## config.mk

```make
export PLATFORM = sky130hd
export DESIGN_NAME = bram_fifo_ctrl
export DESIGN_NICKNAME = d
export VERILOG_FILES = /design/src/rtl/bram_fifo_ctrl.sv
export SDC_FILE = /design/constraint.sdc
export NUM_CORES = 1
export LEC_CHECK = 0
export CAP_MARGIN = 15
export CORE_MARGIN = 2
export CORE_UTILIZATION = 25
export CTS_CLUSTER_SIZE = 28
export DETAILED_ROUTE_END_ITERATION = 16
export PLACE_DENSITY_LB_ADDON = 0.3
export SLEW_MARGIN = 20
export SYNTH_ARGS = -nofsm -noshare
export SYNTH_HDL_FRONTEND = slang
export SYNTH_SLANG_ARGS = --single-unit
```

## constraint.sdc

```tcl
create_clock -name clock -period 7 [get_ports clock]
set_clock_uncertainty 0.15 [all_clocks]
set_input_delay 1.4 -clock clock [delete_from_list [all_inputs] [get_ports clock]]
set_output_delay 1.4 -clock clock [all_outputs]
set_load 0.01 [all_outputs]
```

## src/rtl/bram_fifo_ctrl.sv

```systemverilog
// First-word-fall-through byte FIFO built on an external registered-read RAM.
// A 2-entry output buffer hides the one-cycle RAM read latency so one push
// and one pop can both happen every clock.
module bram_fifo_ctrl #(
  parameter int WIDTH = 8,
  parameter int AW    = 9
) (
  input  logic             clock,
  input  logic             rst_n,
  input  logic [WIDTH-1:0] in_data,
  input  logic             in_valid,
  output logic             in_ready,
  output logic [WIDTH-1:0] out_data,
  output logic             out_valid,
  input  logic             out_ready,
  output logic [AW:0]      count,
  output logic [AW-1:0]    ram_raddr,
  input  logic [WIDTH-1:0] ram_rdata,
  output logic [AW-1:0]    ram_waddr,
  output logic [WIDTH-1:0] ram_wdata,
  output logic             ram_wren
);

  localparam logic [AW:0] FULL = {1'b1, {AW{1'b0}}};

  logic [AW:0]             wptr_q, wptr_d, rptr_q, rptr_d, count_q, count_d;
  logic [AW:0]             ram_cnt;
  logic [AW-1:0]           raddr_q;
  logic                    inflight_q, inflight_d;
  logic                    armed_q;
  logic [1:0][WIDTH-1:0]   buf_q, buf_d;
  logic [1:0]              bcnt_q, bcnt_d;
  logic [2:0]              occ;
  logic                    push, pop, issue;

  // Handshakes, RAM port drive and read-issue decision.
  always_comb begin
    in_ready  = armed_q && (count_q != FULL);
    out_valid = (bcnt_q != 2'd0);
    out_data  = buf_q[0];
    count     = count_q;
    push      = in_valid && in_ready;
    pop       = out_valid && out_ready;
    // Only registered pointers: a word written this cycle is never read now.
    ram_cnt   = wptr_q - rptr_q;
    // Buffer occupancy after this edge if nothing new is issued.
    occ       = {1'b0, bcnt_q} + {2'b00, inflight_q} - {2'b00, pop};
    issue     = (ram_cnt != '0) && (occ < 3'd2);
    ram_raddr = issue ? rptr_q[AW-1:0] : raddr_q;
    ram_wren  = push;
    ram_waddr = wptr_q[AW-1:0];
    ram_wdata = push ? in_data : '0;
  end

  // Next-state for pointers, occupancy count and the output buffer.
  always_comb begin
    wptr_d     = wptr_q + {{AW{1'b0}}, push};
    rptr_d     = rptr_q + {{AW{1'b0}}, issue};
    inflight_d = issue;
    count_d    = count_q;
    case ({push, pop})
      2'b10:   count_d = count_q + (AW+1)'(1);
      2'b01:   count_d = count_q - (AW+1)'(1);
      default: count_d = count_q;
    endcase
    buf_d  = buf_q;
    bcnt_d = bcnt_q;
    if (pop) begin
      buf_d[0] = buf_q[1];
      bcnt_d   = bcnt_q - 2'd1;
    end
    // Occupancy is at most 1 here, so bit 0 selects the free slot.
    if (inflight_q) begin
      buf_d[bcnt_d[0]] = ram_rdata;
      bcnt_d           = bcnt_d + 2'd1;
    end
  end

  // State registers; reset also drops any read still in flight.
  always_ff @(posedge clock or negedge rst_n) begin
    if (!rst_n) begin
      wptr_q     <= '0;
      rptr_q     <= '0;
      count_q    <= '0;
      raddr_q    <= '0;
      inflight_q <= 1'b0;
      armed_q    <= 1'b0;
      buf_q      <= '0;
      bcnt_q     <= 2'd0;
    end else begin
      wptr_q     <= wptr_d;
      rptr_q     <= rptr_d;
      count_q    <= count_d;
      raddr_q    <= ram_raddr;
      inflight_q <= inflight_d;
      armed_q    <= 1'b1;
      buf_q      <= buf_d;
      bcnt_q     <= bcnt_d;
    end
  end

endmodule

```

==> reports/results.ini, run 1 <==
[status]
outcome=finished, final reports clean

[clock_network]
cts_num_sinks=59
cts-root-buf=clkbuf_16
htreeDepth=3
postCtsResizedCells=0
clk_pin_slew_ps=50
holdBufCountCts=0
cts.path.max_buffers=2
post-cts-setup-buffers=0
cts_buffers=9
cts_tree=yes
clk_latency_ps=340

[worst_hold_path]
min_path_type=reg2reg

[yosys]
synth_warnings=0
synthesis.area_sq_um=3440
synth_area_per_cell_sq_um=10.5
synth-edff-count=0
ys_ff_latch=59
synth-main-ff-cell=dfrtp_1
syn_nets=374
synth.distinct_cells=46
syn-instance-count=327
ys_seq_area_frac=0.430
async_flop_share=1.00

[placed_design]
gp_congestion=0.803
port_buffers=66
dpl_cell_area_sq_um=4160
post-dp-hpwl_mm=5.44

[detailed_routing]
drc=0
vias=2463
drt-initial-drc-count=51
wirelength_mm=7.52
drtAntennaViolNets=0
vias_per_cell=4.38
wire_per_inst_um=13.4
first_pass_iters=4

[timing]
worst_slew_pin_slew_ps=774
max_freq_ghz=0.164
finalHoldViolCount=0
setup_viol=0
maxSlewViolCount=0
slew_headroom=0.484
period_share=0.871
fin_setup_tns_ps=0
rsz0062_at_grt=no
period_needed_ps=6100

[layout]
postLayoutCellArea_sq_um=4450
diodes=0
fill_cells=1394
area.growth.synth_to_final_pct=29.5
fin_nets=428
drive_gt1_frac=0.106

[worst_setup_path]
crit_family=buffers and inverters
worst-path-max-fanout=10
slowest_stage=a41o_1
critPathCaptureType=output pin
cp.required_ps=5450
crit_top_cell=inv_1
path_buf_inv=5
slowest_delay_ps=510
critPathKind=in2out
path_cells=clkdlybuf4s50_1 -> nand2_1 -> inv_1 -> ha_1 -> inv_1 -> ha_1 -> inv_1 -> fa_1 -> xnor2_1 -> nand2_1 -> a41o_1 -> mux2_4 -> clkdlybuf4s50_1
worstPathArrival_ps=4550
setup.worst_path.start_class=primary input

[run]
drv_cap=0

[grt]
grt_max_degree=60
antenna_found_initial=0
met1_usage=0.132
met3_usage=0.0376
grt_pass1_wl_mm=12.9
grt_overflow=0
met2_usage=0.187
grtUsageTotal=0.114
grt-busiest-layer=met2
grt_pass1_vias=2552

[floorplan]
chipHeight_um=121
rows=42
die_w_um=121
start_util=0.257
io_pins=67
die-area_sq_um=14700
core_region_area_sq_um=13300

[power_and_ir_drop]
pwr_density_cell_nw_per_um2=490
max-vdd-ir-drop_mv=0.206
p_leak_uw=0.00199

## flip-flops by register name (all words and copies together) (netlist names)
signal	cells
raddr_q	9
count	10
buf_q	8
bcnt_q	2
inflight_q	1
out_data	8
rptr_q	10
wptr_q	10
armed_q	1
## metal layers
metal	part of all wire	vias to the layer above
met5	0	-
met4	0.026	0
met3	0.053	13
met2	0.47	45
met1	0.45	1183
li1	-	1222
## placed cells by master (no fill, tap or decap), drive strengths merged, types with 3 or more instances in the layout
cell type	Yosys	routed
buf	19	4
nand3	17	17
a211o	3	3
and2	10	10
a31oi	3	3
and3	7	7
inv	20	20
nor4	3	3
clkdlybuf4s50	0	65
xor2	9	9
a21oi	7	7
xnor2	22	22
nand2	23	23
o21ai	23	23
nor2	13	13
nor3	5	5
clkinv	0	4
mux2	18	18
clkbuf	7	11
ha	25	25
dfrtp	59	59
o21a	3	3
mux2i	8	8
## final timing paths
path	to	start	slack, ps	cells after the start
worst max-delay path	ram_raddr[0]	out_ready	900	13
worst min-delay path	raddr_q[0]$_DFF_PN0_	raddr_q[0]$_DFF_PN0_	340	1
worst max register to register	count[8]$_DFFE_PN0P_	count[4]$_DFFE_PN0P_	3220	13
worst min register to register	raddr_q[0]$_DFF_PN0_	raddr_q[0]$_DFF_PN0_	340	1
max in group asynchronous	out_data[0]$_DFF_PN0_	rst_n	5110	2
min in group asynchronous	wptr_q[7]$_DFF_PN0_	rst_n	1090	2
## stage by stage
| step | util | power [uW] | worst slack (ps) | hold WS (ps) | std cells |
|---|---|---|---|---|---|
| floorplan | - | 1420 | 1320 | 314 | 327 |
| global placement | 0.312 | 1740 | 977 | 334 | 546 |
| detailed placement | 0.312 | 1770 | 851 | 328 | 546 |
| CTS | 0.333 | 2220 | 841 | 343 | 562 |
| global route | 0.333 | 2370 | 666 | 355 | 562 |
| finish | 0.333 | 2180 | 902 | 338 | 562 |
## cell type report
class	instances	area, sq um	area share
Tap cell	176	220	0.0495
Timing Repair Buffer	69	678	0.152
Clock buffer	11	233	0.0523
Inverter	20	75.1	0.0169
Sequential cell	59	1480	0.332
Multi-Input combinational cell	222	1710	0.385
Clock inverter	5	53.8	0.0121
## cells in the mapped netlist, types with 2 or more instances
library cell | count | area (sq um)
ha_1 | 25 | 313
mux2i_1 | 8 | 80.1
nand3_1 | 17 | 85.1
mux2_2 | 9 | 101
fa_1 | 2 | 40.0
o21a_1 | 3 | 22.5
xor2_1 | 9 | 78.8
a211o_1 | 3 | 26.3
a21o_1 | 2 | 15.0
inv_1 | 20 | 75.1
and3_1 | 7 | 43.8
nor2_1 | 13 | 48.8
xnor2_1 | 22 | 193
nor3_1 | 5 | 25.0
and2_1 | 10 | 62.6
buf_4 | 17 | 128
nor4_1 | 3 | 18.8
a31oi_1 | 3 | 18.8
dfrtp_1 | 59 | 1480
nand2_1 | 23 | 86.3
o21ai_0 | 21 | 105
clkbuf_1 | 7 | 26.3
nand2b_1 | 2 | 12.5
a21oi_1 | 7 | 35.0
mux2_4 | 9 | 135
## cell families (layout without fill, tap and decap cells)
kind of cell	Yosys count	after routing	synth area share
multiplexers	26	26	0.0921
XOR/XNOR	31	31	0.0790
flip-flops	59	59	0.430
AO/OA/AOI/OAI	51	51	0.0987
buffers and inverters	46	105	0.0714
other	1	1	0.00109
adder cells (fa/ha/maj)	27	27	0.103
AND/OR/NAND/NOR	86	86	0.125
## where the power goes
part | total [uW] | switching, uW | internal, uW
Sequential | 604 | 121 | 483
Combinational | 1140 | 534 | 610
Clock | 431 | 157 | 274
Note: power is estimated with default switching activity, not from simulation.
==> run 2: changes to the inputs <==
--- a/config.mk
+++ b/config.mk
@@ -11,6 +11,7 @@
 export CTS_CLUSTER_SIZE = 28
 export DETAILED_ROUTE_END_ITERATION = 16
 export PLACE_DENSITY_LB_ADDON = 0.3
+export SETUP_SLACK_MARGIN = 0.02
 export SLEW_MARGIN = 20
 export SYNTH_ARGS = -nofsm -noshare
 export SYNTH_HDL_FRONTEND = slang
==> results of run 2 <==
Final layout, timing and power as in run 1 (identical DEF).
==> run 3: changes to the inputs <==
==> constraint.sdc (replaced) <==
create_clock -name clock -period 7.4 [get_ports clock]
set_clock_uncertainty 0.15 [all_clocks]
set_input_delay 1.48 -clock clock [delete_from_list [all_inputs] [get_ports clock]]
set_output_delay 1.48 -clock clock [all_outputs]
set_load 0.01 [all_outputs]
==> run 3 against run 2 <==
Compared with the run above:
- critical path depth grew 1
- register-to-register slack gained 230 ps
- sequential power shrank 5.1%
- via count grew 0.57%
- sequential share of layout area is essentially flat
- die area is the same
- clock power shrank 8.4%
- critical path type unchanged
- largest cell class unchanged
- largest power group unchanged
- highest routed layer unchanged
==> reports/results.ini, run 3 (synthesis results as in run 1) <==
[status]
outcome=finished, final reports clean

[floorplan]
core_region_area_sq_um=13300
chipHeight_um=121
start_util=0.257
io_pins=67
die_w_um=121
rows=42
die-area_sq_um=14700

[grt]
grt_overflow=0
grt_max_degree=60
antenna_found_initial=0
grtUsageTotal=0.115
grt_pass1_vias=2542
grt_pass1_wl_mm=12.9

[worst_setup_path]
cp.required_ps=5770
path_cells=clkdlybuf4s50_1 -> nand2_1 -> buf_4 -> inv_1 -> ha_1 -> inv_1 -> ha_1 -> inv_1 -> fa_1 -> xnor2_1 -> nand2_1 -> a41o_1 -> mux2_4 -> clkdlybuf4s50_1
worst-path-max-fanout=11
setup.worst_path.start_class=primary input
critPathCaptureType=output pin
slowest_delay_ps=520
critPathKind=in2out
crit_top_cell=inv_1
worstPathArrival_ps=4840
timing.reg2reg.setup_slack_ps=3450
slowest_stage=a41o_1

[timing]
fin_setup_tns_ps=0
worst_slew_pin_slew_ps=790
slew_headroom=0.474
period_share=0.874
rsz0062_at_grt=no
setup_viol=0
whs_ps=340
maxSlewViolCount=0
finalHoldViolCount=0
max_freq_ghz=0.155
period_needed_ps=6470

[layout]
diodes=0
fin_util=0.333
drive_gt1_frac=0.106
fill_cells=1416
fin_nets=428
layout_commonest_cell=clkdlybuf4s50_1
final_cell_mix=clkdlybuf4s50_1 (65), dfrtp_1 (59), ha_1 (25), nand2_1 (23), xnor2_1 (22)
area.growth.synth_to_final_pct=29.4

[clock_network]
post-cts-setup-buffers=0
cts_num_sinks=59
htreeDepth=3
clk_latency_ps=340
cts_tree=yes
cts.path.max_buffers=2
holdBufCountCts=0
cts-root-buf=clkbuf_16
cts_buffers=9
postCtsResizedCells=0
clk_pin_slew_ps=50

[detailed_routing]
wirelength_mm=7.60
vias_per_cell=4.42
first_pass_iters=4
drt-initial-drc-count=66
vias=2477
drtAntennaViolNets=0
wire_per_inst_um=13.5
drc=0

[worst_hold_path]
min_path_type=reg2reg

[power_and_ir_drop]
pwr_density_cell_nw_per_um2=461
max-vdd-ir-drop_mv=0.180
p_leak_uw=0.00199
finalPower_uw=2050

[run]
drv_cap=0

[placed_design]
port_buffers=66
gp_congestion=0.796
post-dp-hpwl_mm=5.44

-- run 3: final cells by class --
type,instances,area [sq um],share of cell area
Clock inverter,2,10.0,0.00225
Clock buffer,13,270,0.0608
Timing Repair Buffer,69,678,0.153
Inverter,20,75.1,0.0169
Sequential cell,59,1480,0.332
Multi-Input combinational cell,222,1710,0.386
Tap cell,176,220,0.0495
-- run 3: through the flow --
step	setup slack (ps)	std cells	area, sq um
6_report	929	561	4440
5_1_grt	675	561	4440
4_1_cts	863	561	4440
3_5_place_dp	875	546	4160
3_3_place_gp	979	546	4160
2_1_floorplan	1560	327	3440
-- run 3: per-layer routing --
metal,vias up,wire (um),track usage
met1,1182,3370,0.135
li1,1221,-,-
met2,60,3620,0.186
met5,-,0,0
met3,14,445,0.0540
met4,0,165,0.0402
-- run 3: worst max-delay path: cells and delay by family --
| kind | cells | cell delay (ps) |
|---|---|---|
| buffers and inverters | 6 | 1330 |
| adders and majority gates | 3 | 860 |
| AOI/OAI and AO/OA | 1 | 520 |
| muxes | 1 | 360 |
| and+or+nand+nor | 2 | 150 |
| xor gates and xnor gates | 1 | 140 |
-- run 3: report_power, final --
| group | leakage [uW] | internal, uW | total (uW) | switching (uW) |
|---|---|---|---|---|
| Combinational | 0.00111 | 576 | 1080 | 504 |
| Clock | 0.000141 | 251 | 395 | 144 |
| Sequential | 0.000737 | 457 | 573 | 116 |
-- run 3: worst paths after layout --
check / startpoint / endpoint / cells past startpoint
setup / recovery: out_ready / ram_raddr[0] / 14
hold / removal: rptr_q[9]$_DFF_PN0_ / rptr_q[9]$_DFF_PN0_ / 1
setup reg to reg: bcnt_q[1]$_DFF_PN0_ / rptr_q[6]$_DFF_PN0_ / 19
hold reg to reg: rptr_q[9]$_DFF_PN0_ / rptr_q[9]$_DFF_PN0_ / 1
max in group asynchronous: rst_n / count[7]$_DFFE_PN0P_ / 2
min in group asynchronous: rst_n / wptr_q[0]$_DFF_PN0_ / 2
